### src/rtl/int_inject_unit.sv
// Interrupt entry/exit sequencer. It freezes fetch, injects the controller's
// NoOp/jump words into decode, saves the return PC and tracks ISR residency.
module int_inject_unit #(
  parameter int          NOOP_CYCLES = 5,
  parameter logic [31:0] INSTR_NOOP  = 32'h0000_0000
) (
  input  logic        clk,
  input  logic        rst_n,
  input  logic        INT,
  input  logic [31:0] INT_INSTR,
  input  logic [31:0] fetch_instr,
  input  logic [31:0] fetch_pc,
  input  logic        stall,
  input  logic        reti_exec,
  output logic        ACK,
  output logic [31:0] instr_out,
  output logic        pc_hold,
  output logic [31:0] epc,
  output logic        in_isr
);

  // state   | meaning
  // RUN     | normal fetch, waiting for INT
  // ENTRY   | one-cycle ACK, decode sees a NoOp, PC frozen
  // INJECT  | controller words (NoOps then jump) fed to decode, PC frozen
  // ISR_RUN | service routine fetched normally, INT ignored
  // EXIT    | one-cycle ACK after reti retires
  typedef enum logic [2:0] {
    RUN     = 3'd0,
    ENTRY   = 3'd1,
    INJECT  = 3'd2,
    ISR_RUN = 3'd3,
    EXIT    = 3'd4
  } state_t;

  localparam logic [3:0] CNT_LAST = 4'(NOOP_CYCLES);

  state_t      state, state_nxt;
  logic [3:0]  inj_cnt, inj_cnt_nxt;
  logic [31:0] epc_nxt;
  logic        in_isr_nxt;

  always_ff @(posedge clk or negedge rst_n) begin
    if (!rst_n) begin
      state   <= RUN;
      inj_cnt <= 4'd0;
      epc     <= 32'h0;
      in_isr  <= 1'b0;
    end else begin
      state   <= state_nxt;
      inj_cnt <= inj_cnt_nxt;
      epc     <= epc_nxt;
      in_isr  <= in_isr_nxt;
    end
  end

  always_comb begin
    state_nxt   = state;
    inj_cnt_nxt = 4'd0;
    epc_nxt     = epc;
    ACK         = 1'b0;
    pc_hold     = 1'b0;
    instr_out   = fetch_instr;
    case (state)
      RUN: begin
        // A stalled decode would drop the captured PC's word, so wait it out.
        if (INT && !stall) begin
          epc_nxt   = fetch_pc;
          state_nxt = ENTRY;
        end
      end
      ENTRY: begin
        ACK       = 1'b1;
        pc_hold   = 1'b1;
        instr_out = INSTR_NOOP;
        state_nxt = INJECT;
      end
      INJECT: begin
        pc_hold     = 1'b1;
        instr_out   = INT_INSTR;
        inj_cnt_nxt = inj_cnt;
        if (!stall) begin
          if (inj_cnt == CNT_LAST) state_nxt = ISR_RUN;
          else inj_cnt_nxt = inj_cnt + 4'd1;
        end
      end
      ISR_RUN: begin
        if (reti_exec) state_nxt = EXIT;
      end
      EXIT: begin
        ACK       = 1'b1;
        state_nxt = RUN;
      end
      default: state_nxt = RUN;
    endcase
    in_isr_nxt = (state_nxt == ISR_RUN) || (state_nxt == EXIT);
  end

endmodule
### config.mk
export PLATFORM = sky130hd
export DESIGN_NAME = int_inject_unit
export DESIGN_NICKNAME = d
export VERILOG_FILES = /design/src/rtl/int_inject_unit.sv
export SDC_FILE = /design/constraint.sdc
export NUM_CORES = 1
export LEC_CHECK = 0
export CAP_MARGIN = 40
export CORE_AREA = 2 2 104 76
export CTS_CLUSTER_DIAMETER = 60
export DETAILED_ROUTE_END_ITERATION = 8
export DIE_AREA = 0 0 106 78
export PLACE_DENSITY = 0.78
export SYNTH_ARGS = -nofsm -noshare
export SYNTH_HDL_FRONTEND = slang
export SYNTH_SLANG_ARGS = --single-unit
### constraint.sdc
create_clock -name clk -period 4.4 [get_ports clk]
set_input_delay 0.66 -clock clk [delete_from_list [all_inputs] [get_ports clk]]
set_output_delay 0.66 -clock clk [all_outputs]
set_load 0.1 [all_outputs]
Word-level counts from Yosys, hierarchy flattened --
Cells that the tools add are included.
Storage, ports and cells: input bits 101, word-level logic and storage cells 33, output and inout port bits 67, bits in registers 40
Operators by class: mux-type cells 11, reductions and logical operators 8, $add $sub $neg 1, eq/ne operators 9
Operator list (count):
- $pmux 32 s2 | 1
- $mux 3 | 4
- $mux 4 | 3
- $pmux 3 s4 | 1
- $eq 3x2->1 const B | 3
- $eq 3x3->1 const B | 2
- $add 4x1->4 const B | 1
- $eq 4x3->1 const B | 1
- $ne 2x2->1 const B | 2
- $reduce_and 2->1 | 2
- $reduce_or 2->1 | 2
- $eq 3x1->1 const B | 1
- $logic_not 3->1 | 1
- $mux 1 | 2
- $logic_and 1x1->1 | 1
- $logic_not 1->1 | 1
- $logic_or 1x1->1 | 1

Longest topological paths before layout --
depth in word-level cells 6, mapped depth 6

Least setup slack after synthesis --
Ideal clock, no wire load.
path kind register to output, from reg state[0], to out ACK, path buffers 1, data required time 3.740 ns, stages on the path, launching flop included 4, arrival time 1.867 ns, setup slack 1.873 ns, cells stage by stage dfrtp_1 -> buf_4 -> xnor2_1 -> nor2_1
Between the ends: word-level cells in the longest chain between the ends 3, elaborated cells on any way between the ends 4, classes of those cells eq/ne: 2; mux: 1; reduce/logical: 1
Ends and longest elaborated chain:
- start, declared | RTL line 38 | state_t state, state_nxt;
- start signal, assigned | RTL line 50 | state <= state_nxt;
- $eq 3x1->1 / $eq 3x3->1 (equally long branches) | RTL line 64 | case (state)
- $reduce_or 2->1 (no source line) *
- $mux 1 * | RTL line 64
- end, declared | RTL line 15 | output logic ACK,
Every way passes the cells marked *; elsewhere a longest branch is shown, timed or not.

Final worst setup path --
from reg state[0], to out instr_out[30]
Between the ends: word-level cells in the longest chain between the ends 2, elaborated cells on any way between the ends 3, classes of those cells eq/ne: 2; mux: 1
Ends and longest elaborated chain:
- $eq 3x2->1 / $eq 3x1->1 (equally long branches) | RTL line 64
- $pmux 32 s2 * | RTL line 64
- end, declared | RTL line 16 | output logic [31:0] instr_out,
Marked as above.

==> flow_metrics.env <==
export IMPL_hpwl_um=5920
export IMPL_finClkSkew_ns=0.00724
export IMPL_fp_row_count=26
export IMPL_setup_viol=0
export IMPL_fin_crit_ns=2.81
export IMPL_maxSlewViolCount=0
export IMPL_place_congestion=0.708
export IMPL_n_antenna_cell=0
export IMPL_maxCapViolCount=0
export IMPL_synthTopCellsByArea="dfrtp_1 47%, mux2_4 21%, a22o_1 13%"
export IMPL_yosysTopAreaCell="dfrtp_1"
export IMPL_ys_types=30
export IMPL_grt_max_degree=37
export IMPL_cp_arrival_ns=2.15
export IMPL_yosys_area_share_adder_pct=1.19
export IMPL_drc=0
export IMPL_drt_pass1_iterations=4
export IMPL_crit_required_ns=3.74
export IMPL_hold_viol=0
export IMPL_cts_buffers_inserted=5
export IMPL_fmax_ghz=0.356
export IMPL_worstSetupPathType="register to primary output"
export IMPL_synth_fp_nets=257
export IMPL_yosysSeqAreaShare_pct=47.4
export IMPL_final_area_um2=4470
export IMPL_cp_max_fo=18
export IMPL_drtIter0Drc=69
export IMPL_ys_top_cells_by_count="40 x dfrtp_1, 32 x a22o_1, 29 x mux2_4, 6 x nor2_1, 4 x buf_4"
export IMPL_n_fill_cell=562
export IMPL_critical_path_slowest_cell="dfrtp_1"
export IMPL_clk_pin_slew_worst_paths_ns=0.07
export IMPL_ys_ff_latch=40
export IMPL_synth_top_family_by_area="multiplexers"
export IMPL_first_global_vias=2189
export IMPL_die_x_um=106
export IMPL_grt_ovfl_total=0
export IMPL_syn_area_per_cell_um2=13.7
export IMPL_status="finished clean"
export IMPL_crit_path_end_kind="primary output"
export IMPL_htreeDepth=2
export IMPL_antenna_found_initial=0
export IMPL_synth_mux_area_share_pct=22.2
export IMPL_cp_cell_sequence="xor2_1 -> nand2b_1 -> buf_8 -> a22o_1 -> buf_4"
export IMPL_dpl_cell_area_um2=4340
export IMPL_postCtsSetupBuffers=0
export IMPL_synth_compound_area_share_pct=15.4
export IMPL_cts_hold_buffers=0
export IMPL_synth_top_area_share_pct=47.4
export IMPL_synth_enable_flop_cells=0
export IMPL_track_usage_pct=17.2
export IMPL_cpLargestDelayFamily="buffers and inverters"
export IMPL_num_io_pins=168
export IMPL_totalWireLength_um=7160
export IMPL_clockBufferDepth=2
export IMPL_post_cts_resized=0
export IMPL_worstMarginPinSlew_ns=0.641
export IMPL_tns_ns=0
export IMPL_yosys_area_share_simple_pct=6.88
export IMPL_rsz0062_at_grt="no"
export IMPL_clk_latency_ns=0.29
export IMPL_clock_sinks=40
export IMPL_post_drt_wl_per_cell_um=15.8
export IMPL_clockRootBuffer="clkbuf_8"
export IMPL_ys_async_sr_fraction_pct=100
export IMPL_fin_nets=457
export IMPL_vias_per_cell=4.43
export IMPL_synth_xor_area_share_pct=0.830
export IMPL_r2r_start="state[0]"
export IMPL_via_count=2004
export IMPL_timing_critical_path_buf_inv=2
export IMPL_synth_most_common_cell="dfrtp_1"
export IMPL_grt_pass1_wl_um=11100
export IMPL_final_util_pct=62.2
export IMPL_cts_tree="built"
export IMPL_area_growth_pct=112
export IMPL_ant_nets=0
export IMPL_synth_area_um2=2110
export IMPL_min_path_type="input pin to async pin"
export IMPL_floorplan_initialDensity_pct=29.4
export IMPL_post_route_period_util_pct=63.8
export IMPL_drive_gt1_share_pct=32.2
export IMPL_core_um2=7190
export IMPL_port_buffers=167
export IMPL_dieHeight_um=78
export IMPL_die_area_um2=8270
export IMPL_max_stage_delay_ns=0.49
export IMPL_synth_ff_type="dfrtp_1"
export IMPL_ys_warn_count=0
export IMPL_start_kind="register"
export IMPL_startpoint="state[0]"
export IMPL_synthCells=154
export IMPL_max_slew_margin_pct=57.3
flip-flops by register name (all words and copies together) (netlist names):
register / flops
epc: 32
in_isr: 1
state: 3
inj_cnt: 4
layout make-up:
class	count	area, um2	share of cell area, %
Tap cell	98	123	2.74
Clock buffer	5	68.8	1.54
Inverter	2	7.51	0.168
Timing Repair Buffer	205	2220	49.7
Multi-Input combinational cell	100	990	22.1
Sequential cell	40	1000	22.4
Clock inverter	2	60.1	1.34
metrics by stage:
stage               instances  hold WS (ns)  setup WS, ns
finish                    452         0.190          1.59
global route              452         0.182          1.40
CTS                       452         0.183          1.57
detailed placement        445         0.492          1.87
global placement          408         0.492          1.67
floorplan                 154         0.364          1.87
layout by cell type (no fill, tap or decap), drive strengths merged, types with 2 or more instances in the layout:
cell and instances:
nand2b 3, and3 2, bufinv 2, ha 2, clkbuf 5, clkdlybuf4s50 133
buf 72, a22o 32, a21oi 3, o21ai 3, nand2 2, or3 3
inv 2, nor3b 2, nor2 6, mux2 32, dfrtp 40
final timing paths:
kind,slack [ns],to,cells past startpoint
worst min-delay path,0.19,epc[11],1
worst max-delay path,1.59,instr_out[30],5
min in group clk,0.51,epc[2],1
max in group asynchronous,3.81,state[2],2
worst min register to register,0.51,epc[2],1
worst max register to register,2.51,epc[0],4
kinds of logic after synthesis:
family	after synthesis
compound gates	40
xor+xnor	2
fa+ha+maj	2
buf+inv	14
flops	40
mux	32
simple gates	24
worst register-to-register path: stages, from the launching register on:
cell     delay (ns)
dfrtp_1        0.49
nor2_1         0.19
and3_2         0.48
buf_12         0.26
mux2_2         0.37
metal layers:
metal	track usage (%)	part of all wire [%]	up-vias
met5	0	0	-
met4	4.08	0.95	0
met3	4.03	4.7	8
met2	32.0	54	78
met1	20.1	40	952
li1	-	-	966
Power is not shown: default switching activity piles up to over one toggle a cycle in this logic, so the estimate is an artifact.
